[config.mk]
export PLATFORM = sky130hd
export DESIGN_NAME = alu_multicycle
export DESIGN_NICKNAME = d
export VERILOG_FILES = /design/src/rtl/alu_multicycle_pkg.sv /design/src/rtl/alu_multicycle_divider.sv /design/src/rtl/alu_multicycle.sv
export SDC_FILE = /design/constraint.sdc
export NUM_CORES = 2
export LEC_CHECK = 0
export CAP_MARGIN = 40
export CORE_UTILIZATION = 45
export DETAILED_ROUTE_END_ITERATION = 12
export PLACE_DENSITY = 0.7
export SKIP_CTS_REPAIR_TIMING = 1
export SLEW_MARGIN = 10
export SYNTH_ARGS = -nofsm -noshare
export SYNTH_HDL_FRONTEND = slang
export SYNTH_HIERARCHICAL = 1
export SYNTH_SLANG_ARGS = --single-unit
[constraint.sdc]
create_clock -name clk -period 12.05 [get_ports clk]
set_input_delay 2.41 -clock clk [delete_from_list [all_inputs] [get_ports clk]]
set_output_delay 2.41 -clock clk [all_outputs]
set_load 0.005 [all_outputs]
[src/rtl/alu_multicycle_pkg.sv]
// Shared types for the multi-cycle ALU: opcode encoding, FSM states, op-class helpers.
// BEQO tests op1 == 1, BEQZ tests op1 == 0; any encoding not listed is an undefined op.
package alu_multicycle_pkg;

  localparam int DEFAULT_DATA_WIDTH = 32;

  typedef logic [DEFAULT_DATA_WIDTH-1:0] data_t;

  typedef enum logic [4:0] {
    ADD  = 5'd0,  SUB  = 5'd1,  ADDI = 5'd2,  MUL  = 5'd3,
    MULI = 5'd4,  DIV  = 5'd5,  DIVI = 5'd6,  ABS  = 5'd7,
    SLT  = 5'd8,  MIN  = 5'd9,  SEQ  = 5'd10, SEQI = 5'd11,
    SNEZ = 5'd12, BEQO = 5'd13, BEQZ = 5'd14, SLL  = 5'd15,
    SLLI = 5'd16, JAL  = 5'd17
  } alu_instruction_t;

  typedef enum logic [1:0] {IDLE, MUL_WAIT, DIV_RUN, RESP} alu_state_t;

  function automatic logic is_mul(input alu_instruction_t op);
    return (op == MUL) || (op == MULI);
  endfunction

  function automatic logic is_div(input alu_instruction_t op);
    return (op == DIV) || (op == DIVI);
  endfunction

endpackage

[src/rtl/alu_multicycle_divider.sv]
// Restoring radix-2 unsigned divider; the first iteration happens on the start edge,
// so done pulses DATA_WIDTH cycles after start with the final quotient registered.
module alu_divider_iter #(
  parameter int DATA_WIDTH = 32
) (
  input  logic                  clk,
  input  logic                  reset,
  input  logic                  start,
  input  logic [DATA_WIDTH-1:0] dividend,
  input  logic [DATA_WIDTH-1:0] divisor,
  output logic                  done,
  output logic [DATA_WIDTH-1:0] quotient,
  output logic                  div_by_zero
);

  localparam int CW = $clog2(DATA_WIDTH + 1);

  logic [DATA_WIDTH-1:0] rem_q, rem_d, quot_q, quot_d, dsr_q, dsr_d;
  logic [CW-1:0]         cnt_q, cnt_d;
  logic                  run_q, run_d, done_q, done_d, dbz_q, dbz_d;

  function automatic logic [2*DATA_WIDTH-1:0] div_step(
    input logic [DATA_WIDTH-1:0] rem,
    input logic [DATA_WIDTH-1:0] quot,
    input logic [DATA_WIDTH-1:0] dsr
  );
    logic [DATA_WIDTH:0] sh;
    logic [DATA_WIDTH:0] diff;
    sh   = {rem, quot[DATA_WIDTH-1]};
    diff = sh - {1'b0, dsr};
    if (diff[DATA_WIDTH]) return {sh[DATA_WIDTH-1:0], quot[DATA_WIDTH-2:0], 1'b0};
    else                  return {diff[DATA_WIDTH-1:0], quot[DATA_WIDTH-2:0], 1'b1};
  endfunction

  always_comb begin
    rem_d  = rem_q;
    quot_d = quot_q;
    dsr_d  = dsr_q;
    cnt_d  = cnt_q;
    run_d  = run_q;
    dbz_d  = dbz_q;
    done_d = 1'b0;
    if (start) begin
      {rem_d, quot_d} = div_step('0, dividend, divisor);
      dsr_d = divisor;
      dbz_d = (divisor == '0);
      cnt_d = CW'(1);
      run_d = 1'b1;
    end else if (run_q) begin
      {rem_d, quot_d} = div_step(rem_q, quot_q, dsr_q);
      cnt_d = cnt_q + CW'(1);
      if (cnt_q == CW'(DATA_WIDTH - 1)) begin
        run_d  = 1'b0;
        done_d = 1'b1;
      end
    end
  end

  always_ff @(posedge clk) begin
    if (reset) begin
      rem_q  <= '0;
      quot_q <= '0;
      dsr_q  <= '0;
      cnt_q  <= '0;
      run_q  <= 1'b0;
      done_q <= 1'b0;
      dbz_q  <= 1'b0;
    end else begin
      rem_q  <= rem_d;
      quot_q <= quot_d;
      dsr_q  <= dsr_d;
      cnt_q  <= cnt_d;
      run_q  <= run_d;
      done_q <= done_d;
      dbz_q  <= dbz_d;
    end
  end

  // A zero divisor leaves the raw quotient meaningless, so report all-ones.
  assign done        = done_q;
  assign div_by_zero = dbz_q;
  assign quotient    = dbz_q ? '1 : quot_q;

endmodule

[src/rtl/alu_multicycle.sv]
// Handshaked ALU: single-cycle ops return next cycle, MUL after MUL_LATENCY, DIV after DATA_WIDTH+1.
// Result is registered and held while out_ready is low.
module alu_multicycle
  import alu_multicycle_pkg::*;
#(
  parameter int DATA_WIDTH  = DEFAULT_DATA_WIDTH,
  parameter int PC_WIDTH    = 32,
  parameter int MUL_LATENCY = 2
) (
  input  logic                  clk,
  input  logic                  reset,
  input  logic                  in_valid,
  output logic                  in_ready,
  input  alu_instruction_t      in_op,
  input  logic [PC_WIDTH-1:0]   in_pc,
  input  logic [DATA_WIDTH-1:0] in_op1,
  input  logic [DATA_WIDTH-1:0] in_op2,
  input  logic [DATA_WIDTH-1:0] in_imm,
  output logic                  out_valid,
  input  logic                  out_ready,
  output logic [DATA_WIDTH-1:0] out_result,
  output logic                  out_div_by_zero,
  output logic                  busy
);

  localparam int SHW = $clog2(DATA_WIDTH);
  localparam int CW  = $clog2(MUL_LATENCY + 1);
  localparam logic [DATA_WIDTH-1:0] SH_LIMIT = DATA_WIDTH'(DATA_WIDTH);

  alu_state_t            state_q, state_d;
  logic [DATA_WIDTH-1:0] result_q, result_d;
  logic                  dbz_q, dbz_d;
  logic [CW-1:0]         mul_cnt_q, mul_cnt_d;

  logic                  accept;
  logic [DATA_WIDTH-1:0] alu_res, mul_prod, mul_tap, div_quot;
  logic                  div_done, div_dbz;

  assign in_ready        = (state_q == IDLE) || ((state_q == RESP) && out_ready);
  assign accept          = in_valid && in_ready;
  assign out_valid       = (state_q == RESP);
  assign out_result      = result_q;
  assign out_div_by_zero = dbz_q;
  assign busy            = (state_q != IDLE);

  assign mul_prod = in_op1 * ((in_op == MULI) ? in_imm : in_op2);

  // Free-running product chain: the tap is exactly MUL_LATENCY-1 cycles behind the accept.
  generate
    if (MUL_LATENCY == 1) begin : g_mul_comb
      assign mul_tap = mul_prod;
    end else begin : g_mul_pipe
      logic [DATA_WIDTH-1:0] pipe_q [MUL_LATENCY-1];
      always_ff @(posedge clk) begin
        pipe_q[0] <= mul_prod;
        for (int k = 1; k < MUL_LATENCY - 1; k++) pipe_q[k] <= pipe_q[k-1];
      end
      assign mul_tap = pipe_q[MUL_LATENCY-2];
    end
  endgenerate

  alu_divider_iter #(.DATA_WIDTH(DATA_WIDTH)) u_div (
    .clk         (clk),
    .reset       (reset),
    .start       (accept && is_div(in_op)),
    .dividend    (in_op1),
    .divisor     ((in_op == DIVI) ? in_imm : in_op2),
    .done        (div_done),
    .quotient    (div_quot),
    .div_by_zero (div_dbz)
  );

  always_comb begin
    alu_res = '0;
    case (in_op)
      ADD:  alu_res = in_op1 + in_op2;
      SUB:  alu_res = in_op1 - in_op2;
      ADDI: alu_res = in_op1 + in_imm;
      ABS:  alu_res = in_op1[DATA_WIDTH-1] ? (~in_op1 + 1'b1) : in_op1;
      SLT:  alu_res = DATA_WIDTH'(in_op1 < in_op2);
      MIN:  alu_res = (in_op1 < in_op2) ? in_op1 : in_op2;
      SEQ:  alu_res = DATA_WIDTH'(in_op1 == in_op2);
      SEQI: alu_res = DATA_WIDTH'(in_op1 == in_imm);
      SNEZ: alu_res = DATA_WIDTH'(in_op1 != '0);
      BEQO: alu_res = DATA_WIDTH'(in_op1 == DATA_WIDTH'(1));
      BEQZ: alu_res = DATA_WIDTH'(in_op1 == '0);
      SLL:  alu_res = (in_op2 >= SH_LIMIT) ? '0 : (in_op1 << in_op2[SHW-1:0]);
      SLLI: alu_res = in_op1 << in_imm[SHW-1:0];
      JAL:  alu_res = DATA_WIDTH'(in_pc) + in_imm;
      default: alu_res = '0;
    endcase
  end

  always_comb begin
    state_d   = state_q;
    result_d  = result_q;
    dbz_d     = dbz_q;
    mul_cnt_d = mul_cnt_q;
    case (state_q)
      IDLE, RESP: begin
        if (accept) begin
          if (is_mul(in_op)) begin
            if (MUL_LATENCY == 1) begin
              state_d  = RESP;
              result_d = mul_prod;
              dbz_d    = 1'b0;
            end else begin
              state_d   = MUL_WAIT;
              mul_cnt_d = CW'(MUL_LATENCY - 2);
            end
          end else if (is_div(in_op)) begin
            state_d = DIV_RUN;
          end else begin
            state_d  = RESP;
            result_d = alu_res;
            dbz_d    = 1'b0;
          end
        end else if ((state_q == RESP) && out_ready) begin
          state_d = IDLE;
        end
      end
      MUL_WAIT: begin
        if (mul_cnt_q == '0) begin
          state_d  = RESP;
          result_d = mul_tap;
          dbz_d    = 1'b0;
        end else begin
          mul_cnt_d = mul_cnt_q - CW'(1);
        end
      end
      DIV_RUN: begin
        if (div_done) begin
          state_d  = RESP;
          result_d = div_quot;
          dbz_d    = div_dbz;
        end
      end
      default: state_d = IDLE;
    endcase
  end

  always_ff @(posedge clk) begin
    if (reset) begin
      state_q   <= IDLE;
      result_q  <= '0;
      dbz_q     <= 1'b0;
      mul_cnt_q <= '0;
    end else begin
      state_q   <= state_d;
      result_q  <= result_d;
      dbz_q     <= dbz_d;
      mul_cnt_q <= mul_cnt_d;
    end
  end

endmodule

**Yosys cells after proc, flatten, opt, wreduce, memory -nomap -nowiden**

Memory sizes are Yosys's and may differ from the RTL's.
Cells that the tools add are included.

- Bits in writable memories: 32
- Memories: 1
- Bits in registers: 142
- Logic and storage cells: 124
- Input port bits: 137

Memory list:

| name | words | bits a word | rd ports | clocked after Yosys merged registers in | wr ports | RTL line | source |
|---|---|---|---|---|---|---|---|
| g_mul_pipe.pipe_q | 1 | 32 | 1 | 0 | 1 | alu_multicycle.sv:53 | `logic [DATA_WIDTH-1:0] pipe_q [MUL_LATENCY-1];` |

- Shift operators: 2
- Bitwise logic cells: 2
- Reduce and logical (&&, ||, !) cells: 21
- Equal/unequal tests: 32
- Magnitude comparators: 2
- Multipliers: 1
- Mux-type cells: 42
- $add $sub $neg: 9

Operator list:

| operator | count |
|---|---|
| two-way mux 32 bit | 15 |
| one-hot mux 32 bit (14 select lines) | 1 |
| two-way mux 64 bit | 2 |
| adder 32 bit | 3 |
| one-hot mux 32 bit (3 select lines) | 1 |
| == test 32 bit | 2 |
| logical NOT 32 bit | 2 |
| left shift 32 x 5 -> 32 bit | 2 |
| == test 5 x 4 -> 1 bit (second input constant) | 8 |
| subtractor 1 x 32 -> 33 bit | 1 |
| subtractor 33 x 32 -> 33 bit | 1 |
| adder 32 x 1 -> 32 bit (second input constant) | 1 |
| == test 32 x 1 -> 1 bit (second input constant) | 1 |
| greater-or-equal comparator 32 x 6 -> 1 bit (second input constant) | 1 |
| less-than comparator 32 bit | 1 |
| multiplier 32 x 32 -> 32 bit | 1 |
| inverter 32 bit | 1 |
| nonzero test 32 bit | 1 |
| subtractor 32 bit | 1 |
| == test 5 x 3 -> 1 bit (second input constant) | 4 |
| two-way mux 2 bit | 8 |
| two-way mux 1 bit | 12 |
| inequality test 2 bit (second input constant) | 6 |
| == test 5 x 2 -> 1 bit (second input constant) | 2 |
| other kinds (23) | 33 |

**Logic depth before layout (Yosys ltp)**

- Depth in word-level cells: 8
- Depth in mapped cells: 35
- Depth with buffers taken out: 31

**By module**

Netlist, hierarchy kept.

Modules (own cells, without submodules):

| module | instances | area each (um^2) | cells each | seq. area each (um^2) |
|---|---|---|---|---|
| alu_multicycle | 1 | 31,051.0 | 3,879 | 1,381.3 |
| alu_divider_iter | 1 | 6,628.9 | 829 | 2,102.0 |

**Least setup slack after synthesis**

OpenSTA, ideal clock, no wires.

- Kind: input to register
- Start point: input in_op[1]
- End point: memory g_mul_pipe.pipe_q[0][31]
- Setup time: 132 ps
- Path slack: 1,819 ps
- Data arrival time: 10,100 ps
- Cell stages on the path: 28
- Path through: buf_2 nor2_1 nand2_1 buf_2 buf_2 mux2i_1 clkbuf_1 clkbuf_1 nand2_1 fa_1 fa_1 fa_1 fa_1 inv_1 fa_1 fa_1 fa_1 fa_1 ha_1 a21o_1 a21oi_1 nor2b_1 o41ai_1 and3b_1 a311oi_1 a41o_1 o41ai_1 xor2_1

- Longest elaborated chain between the ends: 3

RTL lines:

| what | RTL line | source |
|---|---|---|
| start, declared | alu_multicycle.sv:14 | `input alu_instruction_t in_op,` |
| == test 5 x 3 -> 1 bit | alu_multicycle.sv:46 | `assign mul_prod = in_op1 * ((in_op == MULI) ? in_imm : in_op2);` |
| two-way mux 32 bit | alu_multicycle.sv:46 |  |
| multiplier 32 x 32 -> 32 bit | alu_multicycle.sv:46 |  |
| via mul_prod[31] | alu_multicycle.sv:36 | `logic [DATA_WIDTH-1:0] alu_res, mul_prod, mul_tap, div_quot;` |
| end, declared | alu_multicycle.sv:53 |  |

The timed path passes the listed nets, and every way through them passes these cells.

**Final worst setup path**

- Start point: input in_op[3]
- End point: memory g_mul_pipe.pipe_q[0][31]

The elaborated chain is that of the path after synthesis.

==> key figures <==
Outcome
  • Status: complete, but fails checks
  • Failing checks: DRC

Clock tree
  • Clk slew on worst S/H paths: 0.07 ns
  • Num CTS Buffers: 17
  • CTS tree: done
  • Sink Count: 174
  • CTS root buffer: clkbuf_16
  • Clock Latency Late Sink: 0.50 ns
  • # H-tree levels: 4
  • Clock Path Buffers: 2

Global route
  • GR Layer Usage met1: 52.3%
  • GRT overflow: 0
  • First-pass GRT wire length: 251000 um
  • Antenna violations before repair: 29
  • Vias in the first global route: 35971
  • Global routing's busiest layer: met2
  • Met2 usage: 59.2%
  • Tot GR Track Use: 40.7%
  • Largest net degree at the start of global routing: 78
  • GRT met3 Usage: 12.3%

Cells and area
  • Share of cells above drive strength 1: 9.22%
  • Finished Core Util: 49.8%
  • Filler cells: 7996
  • Layout area overhead: 9.10%
  • Nets@finish: 5522

Worst setup path
  • CP Launch Type: input port
  • Worst Path Max Fanout: 13
  • CP Data Required Time: 12.47 ns
  • Setup crit end kind: flop
  • CP arrival: 11.48 ns
  • Critical path class: in2reg

Placed design
  • DPL Wire Length: 135000 um
  • Port buffer count: 172
  • GPL Wtd Cong: 1.12

Worst hold path
  • Worst min-delay path class: reg2reg

Synthesis
  • Yosys top cell area share: 21.9%
  • Mapped Avg Cell Area: 8.00 um^2
  • Most common cell in the netlist: inv_1
  • Post-synthesis sequential area ratio: 9.24%
  • Asr flop ratio synth: 0%
  • Ranking of synthesized cells by area: fa_1 (22%), dfxtp_1 (9.2%), ha_1 (8.6%)
  • Dominant cell type by area after synthesis: fa_1
  • Commonest cells in the netlist: inv_1 (543), nand2_1 (515), fa_1 (412)
  • Dominant synthesized flop cell: dfxtp_1
  • Mapped Nets: 5516
  • Syn Inst Count: 4708
  • Syn Std Cell Area: 37700 um^2
  • Ys Warns: 6
  • Yosys reg bits: 174
  • Distinct cell type count of the synthesized netlist: 99
  • Post-synth EDFFs: 0

Flow run
  • Max Cap Violations: 0

Route
  • Routed vias: 37286
  • WL final: 175000 um
  • First-pass DRT Iterations: 10
  • Avg WL per Cell: 30.1 um
  • # DRC: 1
  • Vias/cell: 6.42
  • Final ANT Viol Nets: 0
  • Initial DRC count: 4937

Power
  • P per Cell Area: 340 nW/um^2
  • Gate power share: 89.3%
  • Net switching power of the design: 7.30 mW
  • Share of power burned in registers: 6.7%
  • Worst VDD drop: 0.579 mV
  • Clock power frac: 4.0%
  • Sw frac: 52.2%
  • Internal: 6.70 mW
  • Leak pwr: 18.1 nW

STA
  • RSZ-0062 raised after global routing: false
  • # setup viols final: 0
  • Max-slew violations: 0
  • Crit path time final: 11.05 ns
  • Final setup TNS: 0 ns
  • Fin Hold WS: 0.474 ns
  • Skew final: 0.0114 ns
  • Final worst path period share: 91.7%
  • Worst-margin pin slew: 1.09 ns
  • Fmax: 90.5 MHz
  • Final Hold Fails: 0
  • Max_slew headroom: 26.4%

Die
  • Starting Density: 45.7%
  • Chip width: 291 um
  • Die Area: 84900 um^2
  • Std-Cell Rows: 105
  • IO Pins: 173
  • Chip height: 291 um
  • CORE AREA: 82500 um^2
[layout by cell type (no fill, tap or decap), types with 148 or more instances in the layout]
cell,synthesis,final
a21oi_1,275,275
and2_1,247,247
dfxtp_1,174,173
fa_1,412,412
ha_1,259,259
inv_1,543,543
mux2i_1,199,194
nand2_1,515,514
nor2_1,356,353
o21ai_0,177,176
xnor2_1,148,148
[state kept, by name, summed over array words and instances, names as in the netlist]
signal	cells
g_mul_pipe.pipe_q	32
mul_cnt_q	2
out_div_by_zero	1
out_result	32
state_q	2
u_div/cnt_q	6
u_div/div_by_zero	1
u_div/done	1
u_div/dsr_q	32
u_div/quot_q	32
u_div/rem_q	32
u_div/run_q	1
[worst max-delay path, cell delays in order]
cell	delay [ns]
clkdlybuf4s50_1	0.44
nor3b_2	0.42
nand2_2	0.38
buf_4	0.36
mux2i_2	0.63
buf_4	0.33
nand2_1	0.10
fa_1	0.43
inv_1	0.08
fa_1	0.43
fa_1	0.51
inv_1	0.05
fa_1	0.47
inv_1	0.05
fa_1	0.49
fa_1	0.57
fa_1	0.43
fa_1	0.44
ha_1	0.35
a21oi_1	0.15
nor2b_1	0.07
o41ai_1	0.65
and3b_1	0.27
a311oi_1	0.06
a41o_1	0.31
o41ai_1	0.36
xor2_1	0.19
[power groups by stage]
stage | combinational (mW) | clock (mW) | sequential (mW)
4_1_cts | 12.3 | 0.560 | 0.934
3_3_place_gp | 12.0 | 0 | 0.947
5_1_grt | 13.9 | 0.580 | 0.943
2_1_floorplan | 9.32 | 0 | 0.923
6_report | 12.5 | 0.554 | 0.937
3_5_place_dp | 12.3 | 0 | 0.948
[metal layers]
metal	up-vias	part of all wire [%]	routed length, um
met4	30	7.4	13000
li1	15941	-	-
met2	2536	41	72200
met5	-	0.20	343
met1	18142	38	67100
met3	637	13	22100
[cell families after synthesis]
kind of cell             after synthesis  share of synthesized area [%]
adder cells (fa/ha/maj)              671                           30.5
multiplexers                         340                           11.0
AO/OA/AOI/OAI                        963                           17.0
XOR/XNOR                             196                           4.64
flip-flops                           174                           9.24
buffers and inverters                880                           8.96
AND/OR/NAND/NOR                     1484                           18.7
[cell type report]
| class | count | area (um^2) | area share (%) |
|---|---|---|---|
| Antenna cell | 9 | 22.5 | 0.0548 |
| Clock buffer | 22 | 474 | 1.15 |
| Clock inverter | 10 | 77.6 | 0.189 |
| Inverter | 547 | 2050 | 4.99 |
| Multi-Input combinational cell | 3654 | 30900 | 75.2 |
| Sequential cell | 174 | 3480 | 8.48 |
| Tap cell | 1070 | 1340 | 3.26 |
| Timing Repair Buffer | 320 | 2750 | 6.68 |
[stage by stage]
stage / power, mW / area, um^2 / setup slack (ns) / std cells
finish: 14.0 / 41100 / 0.999 / 5806
global route: 15.4 / 41100 / 0.622 / 5799
floorplan: 10.2 / 37700 / 1.82 / 4708
CTS: 13.8 / 41100 / 1.21 / 5797
detailed placement: 13.2 / 40500 / 0.699 / 5765
global placement: 13.0 / 40400 / 0.895 / 5753
[worst paths after layout]
| path | from | depth (start not counted) | endpoint | slack (ns) |
|---|---|---|---|---|
| max reg2reg | state_q[0] | 11 | out_result[19] | 8.18 |
| min | u_div/cnt_q[5] | 1 | u_div/done | 0.47 |
| min reg2reg | u_div/cnt_q[5] | 1 | u_div/done | 0.47 |
| max | in_op[3] | 27 | g_mul_pipe.pipe_q[0][31] | 1.0 |
Power figures use the tool's default switching activity.
